[src/rtl/delay_pkg.sv]
// Shared types and default sizing for the DELAY instruction sequencer.
package delay_pkg;

    typedef enum logic [1:0] {
        IDLE  = 2'd0,
        COUNT = 2'd1,
        DONE  = 2'd2
    } state_t;

    localparam int DLY_W_DEF    = 16;
    localparam int PRESCALE_DEF = 100000;

endpackage

[src/rtl/tick_prescaler.sv]
// Free-running divider that produces one tick every PRESCALE enabled clocks.
module tick_prescaler
    import delay_pkg::*;
#(
    parameter int PRESCALE = PRESCALE_DEF,
    parameter int PS_W     = 17
) (
    input  logic clk,
    input  logic rst,
    input  logic clr,
    input  logic en,
    output logic tick
);

    localparam logic [PS_W-1:0] LAST = PS_W'(PRESCALE - 1);

    logic [PS_W-1:0] cnt;

    assign tick = en && (cnt == LAST);

    // NOTE: sequential state uses non-blocking assignments so every flop
    // samples pre-edge values regardless of process evaluation order.
    always_ff @(posedge clk or negedge rst) begin
        if (!rst) begin
            cnt <= '0;
        end else if (clr || tick) begin
            cnt <= '0;
        end else if (en) begin
            cnt <= cnt + PS_W'(1);
        end
    end

endmodule

[src/rtl/delay_ctrl.sv]
// DELAY instruction sequencer: stalls the PC for dly_val time units, then
// releases it for exactly one increment via a single-cycle count_done.
module delay_ctrl
    import delay_pkg::*;
#(
    parameter int PRESCALE = PRESCALE_DEF,
    parameter int DLY_W    = DLY_W_DEF,
    parameter int PS_W     = 17
) (
    input  logic             clk,
    input  logic             rst,
    input  logic             dly_req,
    input  logic [DLY_W-1:0] dly_val,
    input  logic             halt,
    input  logic             pause,
    output logic             delay,
    output logic             count_done,
    output logic             busy,
    output logic [DLY_W-1:0] remain
);

    state_t           state_q;
    state_t           state_d;
    logic [DLY_W-1:0] remain_d;
    logic             abort;
    logic             ps_clr;
    logic             ps_en;
    logic             tick;

    // Stall follows the decoder directly so the PC never slips a cycle.
    assign delay = dly_req && !halt;

    assign abort  = (state_q != IDLE) && (!dly_req || halt);
    assign ps_clr = (state_q != COUNT) || abort;
    assign ps_en  = (state_q == COUNT) && !abort && !pause;

    tick_prescaler #(
        .PRESCALE (PRESCALE),
        .PS_W     (PS_W)
    ) u_prescaler (
        .clk  (clk),
        .rst  (rst),
        .clr  (ps_clr),
        .en   (ps_en),
        .tick (tick)
    );

    // NOTE: every signal driven here gets a default first; a path that
    // skips an assignment would otherwise infer a latch.
    always_comb begin
        state_d  = state_q;
        remain_d = remain;
        case (state_q)
            IDLE: begin
                if (dly_req && !halt) begin
                    if (dly_val == '0) begin
                        state_d = DONE;
                    end else begin
                        state_d  = COUNT;
                        remain_d = dly_val;
                    end
                end
            end
            COUNT: begin
                if (abort) begin
                    state_d  = IDLE;
                    remain_d = '0;
                end else if (tick && (remain != '0)) begin
                    remain_d = remain - DLY_W'(1);
                    if (remain == DLY_W'(1)) begin
                        state_d = DONE;
                    end
                end
            end
            DONE: begin
                state_d  = IDLE;
                remain_d = '0;
            end
            default: begin
                state_d  = IDLE;
                remain_d = '0;
            end
        endcase
    end

    // Outputs are registered from the next state so they line up with it.
    always_ff @(posedge clk or negedge rst) begin
        if (!rst) begin
            state_q    <= IDLE;
            remain     <= '0;
            count_done <= 1'b0;
            busy       <= 1'b0;
        end else begin
            state_q    <= state_d;
            remain     <= remain_d;
            count_done <= (state_d == DONE);
            busy       <= (state_d != IDLE);
        end
    end

endmodule

[config.mk]
export PLATFORM = sky130hd
export DESIGN_NAME = delay_ctrl
export DESIGN_NICKNAME = d
export VERILOG_FILES = /design/src/rtl/delay_pkg.sv /design/src/rtl/tick_prescaler.sv /design/src/rtl/delay_ctrl.sv
export SDC_FILE = /design/constraint.sdc
export NUM_CORES = 1
export LEC_CHECK = 0
export BUFFER_PORTS_ARGS = -buffer_cell sky130_fd_sc_hd__buf_2
export CORE_MARGIN = 2
export CORE_UTILIZATION = 40
export CTS_BUF_LIST = sky130_fd_sc_hd__clkbuf_8
export DETAILED_ROUTE_END_ITERATION = 8
export PLACE_DENSITY = 0.67
export SLEW_MARGIN = 20
export SYNTH_ARGS = -nofsm -noshare
export SYNTH_HDL_FRONTEND = slang
export SYNTH_SLANG_ARGS = --single-unit
export TNS_END_PERCENT = 5
[constraint.sdc]
create_clock -name clk -period 6.4 [get_ports clk]
set_clock_uncertainty 0.2 [all_clocks]
set_input_delay 0.32 -clock clk [delete_from_list [all_inputs] [get_ports clk]]
set_output_delay 0.32 -clock clk [all_outputs]
set_load 0.005 [all_outputs]
==> results of run 1 <==
kinds of logic after synthesis:
group | synth area share, %
and+or+nand+nor | 24.2
xor gates and xnor gates | 5.08
adders and majority gates | 1.67
buffers and inverters | 4.68
DFF | 41.3
muxes | 0.446
AOI/OAI and AO/OA | 22.6
sequential cells by signal, indices dropped and copies added, names as in the netlist:
register / count
busy: 1
count_done: 1
remain: 16
state_q: 2
u_prescaler.cnt: 17
report_power, final:
part | switching, W | internal [W]
logic | 0.0000563 | 0.0000412
clock network | 0.0000946 | 0.000116
registers | 0.0000234 | 0.000249
cell type report:
class                           instances  area [um2]
Fill cell                             542        2880
Inverter                                9        33.8
Clock inverter                          3        42.5
Timing Repair Buffer                   41         213
Sequential cell                        37         926
Clock buffer                            5        68.8
Tap cell                               72        90.1
Multi-Input combinational cell        186        1220
Yosys cell counts, types with 2 or more instances:
library cell / count / area (um2)
ha_1: 3 / 37.5
nor4_1: 9 / 56.3
nor3b_1: 2 / 15.0
a31oi_1: 3 / 18.8
a211oi_1: 4 / 30.0
inv_1: 8 / 30.0
o311ai_1: 8 / 70.1
or4b_1: 2 / 20.0
or4_1: 5 / 37.5
clkbuf_1: 12 / 45.0
xnor2_1: 4 / 35.0
nand3_1: 5 / 25.0
buf_6: 2 / 22.5
o21ai_0: 3 / 15.0
o21ai_1: 2 / 10.0
nor2_1: 27 / 101
or2_2: 4 / 25.0
nor3_1: 13 / 65.1
a21oi_1: 16 / 80.1
dfrtp_1: 37 / 926
nand4_1: 7 / 43.8
or3_1: 3 / 18.8
xor2_1: 9 / 78.8
o41ai_1: 2 / 17.5
o311ai_0: 2 / 17.5
nand3b_1: 2 / 15.0
a2111oi_0: 5 / 43.8
and4_1: 2 / 17.5
nand2_1: 12 / 45.0
a32oi_1: 6 / 52.6
o31ai_1: 10 / 75.1
per-layer routing:
layer / track usage (%) / vias to the layer above / wire (um)
li1: - / 1025 / -
met1: 27.1 / 1026 / 2640
met2: 34.7 / 93 / 3030
met3: 4.32 / 11 / 442
met4: 8.10 / 0 / 125
met5: 0 / - / 0
placed cells by master, fill, tap and decap left out, types with 6 or more instances in the layout:
master and count:
nor3_1 13, nor4_1 9, nor2_1 27, inv_1 9, a21oi_1 16, nand4_1 7, nand2_1 12, a32oi_1 6
buf_2 39, o31ai_1 10, dfrtp_1 37, o311ai_1 8, xor2_1 9
worst max path at each step:
stage,start,to,slack [ns]
2_1_floorplan,u_prescaler.cnt[11]$_DFFE_PN0P_,remain[14]$_DFFE_PN0P_,3.75
6_report,remain[1]$_DFFE_PN0P_,remain[1]$_DFFE_PN0P_,3.37
4_1_cts,remain[1]$_DFFE_PN0P_,remain[1]$_DFFE_PN0P_,3.40
5_1_grt,remain[1]$_DFFE_PN0P_,remain[1]$_DFFE_PN0P_,3.14
3_5_place_dp,remain[0]$_DFFE_PN0P_,remain[1]$_DFFE_PN0P_,3.41
3_3_place_gp,remain[0]$_DFFE_PN0P_,remain[0]$_DFFE_PN0P_,3.50
per-stage QoR:
stage               util (%)  area [um2]  hold slack, ns  cells
floorplan                  -        2240          -0.176    247
global placement        45.2        2470           0.268    344
detailed placement      45.2        2470           0.280    344
CTS                     47.4        2590          0.0338    353
global route            47.4        2600          0.0478    353
finish                  47.4        2600          0.0316    353
timing repair:
item | CTS | global route
endpoints found under the hold margin | 37 | 0
gates resized for setup | 0 | 0
endpoints found under the setup margin | 0 | 0
hold buffers | 1 | 0
==> reports/qor.yml, run 1 <==
crit_family: "compound AO/OA/AOI/OAI gates"
yosys_register_bits: 37
worst_slew_pin_slew_ns: 1.02
crit_arrival_ns: 3.03
n_antenna_cell: 0
cts_buffers: 5
rsz0062_at_grt: "no"
hold-path-endpoint: "busy$_DFF_PN0_"
groute.usage.overall_pct: 21.0
die_h_um: 78.9
grt_pass1_vias: 2179
final-hold-violation-count: 0
hold_path.class: "in -> reg"
setup-tns-final_ns: 0
cpMaxStageDelayCell: "o31a_1"
syn_avg_cell_area_um2: 9.08
num_io_pins: 40
rrSetupSlack_ns: 3.37
cp_cell_sequence: "inv_1 > ha_1 > or3b_2 > nor4_1 > o31a_1 > a2111oi_0 > a211oi_1"
ys_types: 49
p_total_w: 0.000580
slew_viol_final: 0
ff2ff_path_depth: 7
final-setup-viol-count: 0
row_count: 27
overflow: 0
final_layout_size_suffix_gt1_share_pct: 20.3
crit_fanout: 16
core_area_um2: 5470
min_path_cells: 2
required_ns: 6.40
synthToLayoutAreaGrowth_pct: 15.7
drc: 0
ys_warn_count: 0
start_util_pct: 41.0
crit_type: "reg -> reg"
drt_iter0_drc: 179
post-route-min-period_ns: 3.03
die_w_um: 78.9
die_area_um2: 6220
hpwl_mm: 4.29
ir_drop_v: 0.000115
critPathLaunchType: "flop"
path_buf_inv: 1
synth_enable_flop_cells: 0
grt_pass1_wl_mm: 10.3
fin_nets: 304
clockRootBuffer: "clkbuf_8"
drt_pass1_iterations: 4
clock_sinks: 37
period_share_pct: 47.3
viasPerCell: 6.10
cp.depth: 7
max-slew-margin-rel_pct: 31.5
power_per_cell_area_nw_per_um2: 224
max_stage_delay_ns: 0.57
grt_max_degree: 38
cts.clk_slew.worst_paths_ns: 0.08
setup_slack_ns: 3.37
syn_inst: 247
routedWlPerCell_um: 17.7
r2r_end: "remain[1]$_DFFE_PN0P_"
end_kind: "flop"
port_buffers: 39
h-tree-depth: 2
netlist_area_um2: 2240
ant_nets: 0
vias: 2155
post-cts-setup-buffers: 0
fmax_ghz: 0.330
status: "completed"
yosys_most_used_dff: "dfrtp_1"
cts_tree: "done"
ys_seq_area_share_pct: 41.3
clock_path_buffers: 2
hold_start: "halt"
drv_cap: 0
reg2reg_from: "remain[1]$_DFFE_PN0P_"
async_flop_share_pct: 100
place.gp.congestion: 0.922
antenna_found_initial: 0
preCtsSetupSlack_ns: 3.41
wl_mm: 6.24
synth_nets: 271
power.leakage_nw: 1.03
clock_latency_ns: 0.30
No activity file was read; power rests on OpenSTA's default activity.
==> run 2, diff against run 1 <==
ABC_AREA = 1   (was not set)
clock period = 2.95 ns   (was 6.4 ns; I/O delays follow)
==> run 2 against run 1 <==
Sequential power rose by 130%. Die area rose by 9.8%. Critical path depth rose by 3. Via count rose by 19%. Cell count rose by 44%. Area after synthesis rose by 10%. Clock power rose by 60%. Count of clock-buffer cells in the layout did not move. Synthesized cell count rose by 54%. Core utilization rose by 1.7 points. Non-clock buffer count rose by 9. Critical endpoint is now u_prescaler.cnt[13]$_DFFE_PN0P_.
==> reports/qor.yml, run 2 <==
rrSetupSlack_ns: 0.90  # -2.47 ns
hold_start: "dly_val[6]"
max-slew-margin-rel_pct: 44.2  # +13 points
drc: 0  # unchanged
hpwl_mm: 4.64  # +8.1%
clockRootBuffer: "clkbuf_8"
fin_area_um2: 2930  # +13%
cts_buffers: 5  # unchanged
die_area_um2: 6840  # +9.8%
port_buffers: 39  # unchanged
grt_max_degree: 38  # unchanged
final-hold-violation-count: 0  # unchanged
synth_top_area_share_pct: 37.4  # -3.9 points
crit_arrival_ns: 2.13  # -0.90 ns
layout_common_cells: "nand2_1, nor2_1, buf_2"
overflow: 0  # unchanged
largest_reg_flops: 17  # unchanged
post-cts-setup-buffers: 0  # unchanged
syn_avg_cell_area_um2: 6.52  # -28%
antenna_found_initial: 0  # unchanged
crit_type: "in -> reg"
dp.cells: 491  # +43%
final-setup-viol-count: 0  # unchanged
hold_path.class: "in -> reg"
drt_pass1_iterations: 4  # unchanged
r2r_end: "remain[11]$_DFFE_PN0P_"
num_io_pins: 40  # unchanged
finalNonFillerCells: 508  # +44%
drt_iter0_drc: 132  # -26%
rsz0062_at_grt: "no"
drv_cap: 0  # unchanged
ff2ff_path_depth: 7  # unchanged
netlist_top_cells_area: "dfrtp_1, nand2_1, nor2_1"
wl_mm: 6.22  # -0.24%
final_layout_size_suffix_gt1_share_pct: 15.9  # -4.3 points
reg2reg_from: "u_prescaler.cnt[0]$_DFFE_PN0P_"
required_ns: 2.93  # -3.47 ns
start_util_pct: 41.6  # +0.58 points
netlist_area_um2: 2480  # +10%
fin_nets: 458  # +51%
viasPerCell: 5.04  # -17%
setup-tns-final_ns: 0  # unchanged
min_path_cells: 5  # +3
yosys_most_used_dff: "dfrtp_1"
place.gp.congestion: 0.835  # -9.5%
n_antenna_cell: 0  # unchanged
period_share_pct: 72.8
groute.usage.overall_pct: 20.4  # -0.58 points
status: "completed"
yosys.cell_count.top_type: "nand2_1"
power_per_cell_area_nw_per_um2: 456  # +100%
hold-path-endpoint: "remain[6]$_DFFE_PN0P_"
fmax_ghz: 0.465
ir_drop_v: 0.000193  # +67%
utilization_pct: 49.1  # +1.7 points
grt_pass1_wl_mm: 10.7  # +3.6%
h-tree-depth: 2  # unchanged
vias: 2562  # +19%
syn_inst: 380  # +54%
ys_types: 30  # -39%
ys_seq_area_share_pct: 37.4  # -3.9 points
crit_fanout: 16  # unchanged
row_count: 28  # +3.7%
end_kind: "flop"
postCtsHoldBufs: 11  # +10
synth_top_area_cell: "dfrtp_1"
clock_latency_ns: 0.29  # about the same
regMostFlops: "u_prescaler.cnt"
synthToLayoutAreaGrowth_pct: 18.1
ant_nets: 0  # unchanged
clock_path_buffers: 2  # unchanged
slew_viol_final: 0  # unchanged
clock_sinks: 37  # unchanged
worst_slew_pin_slew_ns: 0.837  # -0.186 ns
power.leakage_nw: 1.48  # +43%
cts_tree: "done"
yosys_register_bits: 37  # unchanged
core_area_um2: 5960  # +8.8%
ctsResizeCount: 0  # unchanged
async_flop_share_pct: 100  # unchanged
die_h_um: 82.7  # +4.8%
grt_pass1_vias: 2433  # +12%
synth_nets: 404  # +49%
ys_warn_count: 0  # unchanged
top_regs: "u_prescaler.cnt: 17 flops, remain: 16 flops, state_q: 2 flops"
cts.clk_slew.worst_paths_ns: 0.07  # about the same
synth_commonest_cells: "nand2_1, nor2_1, dfrtp_1, nand3_1, inv_1"
synth_enable_flop_cells: 0  # unchanged
routedWlPerCell_um: 12.2  # -31%
final_common_cell: "nand2_1"
placed_area_um2: 2740  # +11%
die_w_um: 82.7  # +4.8%
critPathLaunchType: "primary input"
post-route-min-period_ns: 2.15
run 2: cell count changes after synthesis, sizes merged, moves of 9 or more:
| cell | change |
|---|---|
| clkbuf | -11 |
| inv | +31 |
| nand2 | +130 |
| nand3 | +30 |
| nor2 | +42 |
| nor3 | -10 |
| nor4 | -9 |
| o21ai | +11 |
| o311ai | -10 |
| o31ai | -11 |
run 2: critical path, stage by stage:
cell           delay [ns]
dlygate4sd3_1        0.53
buf_2                0.14
inv_2                0.04
nand2_1              0.14
nor2_4               0.45
nand2_2              0.24
inv_2                0.17
nor2_2               0.08
a21oi_1              0.12
nor2_1               0.06
run 2: worst max-delay path by stage:
stage,startpoint,to,slack (ns),cells after the start
floorplan,remain[0]$_DFFE_PN0P_,remain[13]$_DFFE_PN0P_,1.17,11
global placement,remain[0]$_DFFE_PN0P_,remain[13]$_DFFE_PN0P_,0.99,9
detailed placement,u_prescaler.cnt[0]$_DFFE_PN0P_,remain[11]$_DFFE_PN0P_,0.92,7
CTS,halt,u_prescaler.cnt[13]$_DFFE_PN0P_,0.81,10
global route,halt,u_prescaler.cnt[15]$_DFFE_PN0P_,0.62,11
finish,halt,u_prescaler.cnt[13]$_DFFE_PN0P_,0.80,10
run 2: where the power goes:
group	internal [W]	leakage (nW)	switching (W)
Sequential	0.000557	0.492	0.0000692
Combinational	0.000144	0.944	0.000229
Clock	0.000156	0.0399	0.000179
run 2: final cells by class:
cell class | instances | area [um2]
Clock buffer | 5 | 68.8
Clock inverter | 1 | 5.00
Fill cell | 625 | 3030
Inverter | 39 | 146
Multi-Input combinational cell | 301 | 1380
Sequential cell | 37 | 926
Tap cell | 75 | 93.8
Timing Repair Buffer | 50 | 305
run 2: metrics by stage:
step           hold WS, ns  setup slack [ns]  power [W]
2_1_floorplan       -0.348              1.17   0.000865
3_3_place_gp        0.0897             0.992   0.000991
3_5_place_dp         0.107             0.917   0.000997
4_1_cts            0.00476             0.813    0.00134
5_1_grt             0.0444             0.618    0.00144
6_report            0.0111             0.801    0.00133
run 2: metal layers:
layer	vias to the layer above	GRT usage [%]	wire [um]
li1	1322	-	-
met1	1171	25.8	2840
met2	60	35.4	3010
met3	9	3.80	296
met4	0	6.07	73
met5	-	0	0
run 2: kinds of logic (layout without fill, tap and decap cells):
kind of cell / after synthesis / in the layout / synth area share, %
xor+xnor: 3 / 3 / 1.06
compound gates: 35 / 35 / 7.73
fa+ha+maj: 3 / 3 / 1.52
simple gates: 260 / 260 / 45.4
buf+inv: 42 / 95 / 6.87
flops: 37 / 37 / 37.4
==> run 3, diff against run 2 <==
clock period = 2.05 ns   (was 2.95 ns; I/O delays follow)
==> run 3 against run 2 <==
Sequential power increased by 43%. Routed wire length increased by 5.0%. Core utilization increased by 2.4 points. Worst hold slack improved by 0.016 ns. Global-route usage increased by 0.42 points. Combinational power increased by 54%. Final area increased by 4.8%.
==> reports/qor.yml, run 3 (synthesized netlist as in run 2, its figures left out) <==
final-setup-viol-count: 0  # unchanged
cts.clk_slew.worst_paths_ns: 0.08  # about the same
core_area_um2: 5960  # unchanged
ant_nets: 0  # unchanged
layout_common_cells: "nand2_1, nor2_1, buf_2"
die_h_um: 82.7  # unchanged
hpwl_mm: 4.79  # +3.3%
worst_slew_pin_slew_ns: 0.482  # -0.355 ns
r2r_end: "remain[10]$_DFFE_PN0P_"
drv_cap: 0  # unchanged
grt_max_degree: 38  # unchanged
place.gp.congestion: 0.830  # -0.60%
crit_arrival_ns: 1.90  # -0.23 ns
row_count: 28  # unchanged
startpoint: "remain[0]$_DFFE_PN0P_"
top_regs: "u_prescaler.cnt: 17 flops, remain: 16 flops, state_q: 2 flops"
drc: 0  # unchanged
min_path_cells: 5  # unchanged
drt_pass1_iterations: 4  # unchanged
rsz0062_at_grt: "no"
cts_tree: "done"
final_layout_size_suffix_gt1_share_pct: 17.4  # +1.4 points
fmax_ghz: 0.535
ir_drop_v: 0.000332  # +72%
num_io_pins: 40  # unchanged
port_buffers: 39  # unchanged
required_ns: 2.08  # -0.85 ns
crit_type: "reg -> reg"
regMostFlops: "u_prescaler.cnt"
utilization_pct: 51.5  # +2.4 points
power_per_cell_area_nw_per_um2: 647  # +42%
synthToLayoutAreaGrowth_pct: 23.8
die_area_um2: 6840  # unchanged
grt_pass1_vias: 2534  # +4.2%
antenna_found_initial: 0  # unchanged
final_common_cell: "nand2_1"
status: "completed"
rrSetupSlack_ns: 0.18  # -0.72 ns
clock_latency_ns: 0.29  # about the same
max-slew-margin-rel_pct: 67.9  # +24 points
fillers: 610  # -2.4%
reg2reg_from: "remain[0]$_DFFE_PN0P_"
cts_buffers: 5  # unchanged
end_kind: "flop"
largest_reg_flops: 17  # unchanged
drt_iter0_drc: 99  # -25%
ff2ff_path_depth: 10  # +3
die_w_um: 82.7  # unchanged
clockRootBuffer: "clkbuf_8"
overflow: 0  # unchanged
grt_pass1_wl_mm: 10.9  # +2.3%
wl_mm: 6.53  # +5.0%
period_share_pct: 91.2
fin_nets: 472  # +3.1%
power.leakage_nw: 1.57  # +6.1%
slew_viol_final: 0  # unchanged
groute.usage.overall_pct: 20.8  # +0.42 points
final-hold-violation-count: 0  # unchanged
routedWlPerCell_um: 12.5  # +1.8%
hold_path.class: "in -> reg"
start_util_pct: 41.6  # unchanged
setup-tns-final_ns: 0  # unchanged
post-route-min-period_ns: 1.87
viasPerCell: 4.95  # -1.8%
vias: 2596  # +1.3%
hold-path-endpoint: "remain[5]$_DFFE_PN0P_"
h-tree-depth: 2  # unchanged
clock_path_buffers: 2  # unchanged
crit_fanout: 16  # unchanged
critPathLaunchType: "flop"
hold_start: "dly_val[5]"
clock_sinks: 37  # unchanged
n_antenna_cell: 0  # unchanged
run 3: layout make-up:
| type | count | area [um2] | share of cell area (%) |
|---|---|---|---|
| Timing Repair Buffer | 64 | 428 | 14.0 |
| Clock inverter | 3 | 13.8 | 0.449 |
| Sequential cell | 37 | 926 | 30.2 |
| Multi-Input combinational cell | 301 | 1390 | 45.3 |
| Inverter | 39 | 146 | 4.78 |
| Clock buffer | 5 | 68.8 | 2.24 |
| Tap cell | 75 | 93.8 | 3.06 |
run 3: layer usage:
| metal | up-vias | GRT usage, % | share of wire, % |
|---|---|---|---|
| li1 | 1334 | - | - |
| met1 | 1197 | 25.2 | 45 |
| met2 | 58 | 37.6 | 50 |
| met3 | 7 | 3.70 | 3.8 |
| met4 | 0 | 6.23 | 0.84 |
| met5 | - | 0 | 0 |
run 3: timing repair:
| action | 4_1_cts | 5_1_grt |
|---|---|---|
| resized for setup | 0 | 2 |
| hold buffers | 18 | 0 |
| endpoints found under the setup margin | 0 | 11 |
| hold endpoints to repair | 53 | 0 |
| buffers inserted | 0 | 0 |
run 3: worst max-delay path, cell delays in order (launching register included):
cell	delay (ns)
dfrtp_1	0.43
inv_1	0.09
ha_1	0.22
nand2_2	0.11
nor2_4	0.17
nand2_2	0.09
nand3_2	0.11
nand2_4	0.11
nand2_8	0.14
nand2_1	0.07
nand2_1	0.06
run 3: how the worst max path moves through the flow:
stage                        endpoint  slack (ns)
6_report       remain[10]$_DFFE_PN0P_        0.18
5_1_grt         remain[9]$_DFFE_PN0P_       0.008
3_3_place_gp    remain[9]$_DFFE_PN0P_        0.18
3_5_place_dp   remain[13]$_DFFE_PN0P_        0.15
2_1_floorplan  remain[13]$_DFFE_PN0P_        0.27
4_1_cts        remain[12]$_DFFE_PN0P_        0.14
run 3: report_power, final:
group | leakage (nW) | internal, W | switching (W)
logic | 1.03 | 0.000234 | 0.000341
registers | 0.492 | 0.000801 | 0.0000950
clock network | 0.0491 | 0.000231 | 0.000282
total | 1.57 | 0.00127 | 0.000718
run 3: through the flow:
| step | instance area (um2) | hold WS, ns | power (W) | worst slack [ns] | cells |
|---|---|---|---|---|---|
| final | 3070 | 0.0272 | 0.00198 | 0.181 | 524 |
| after CTS | 3060 | 0.0204 | 0.00201 | 0.144 | 524 |
| after global routing | 3070 | 0.0573 | 0.00214 | 0.00815 | 524 |
| after global placement | 2790 | -0.0241 | 0.00145 | 0.175 | 498 |
| after floorplan | 2480 | -0.393 | 0.00124 | 0.269 | 380 |
| after detailed placement | 2790 | -0.0123 | 0.00146 | 0.155 | 498 |
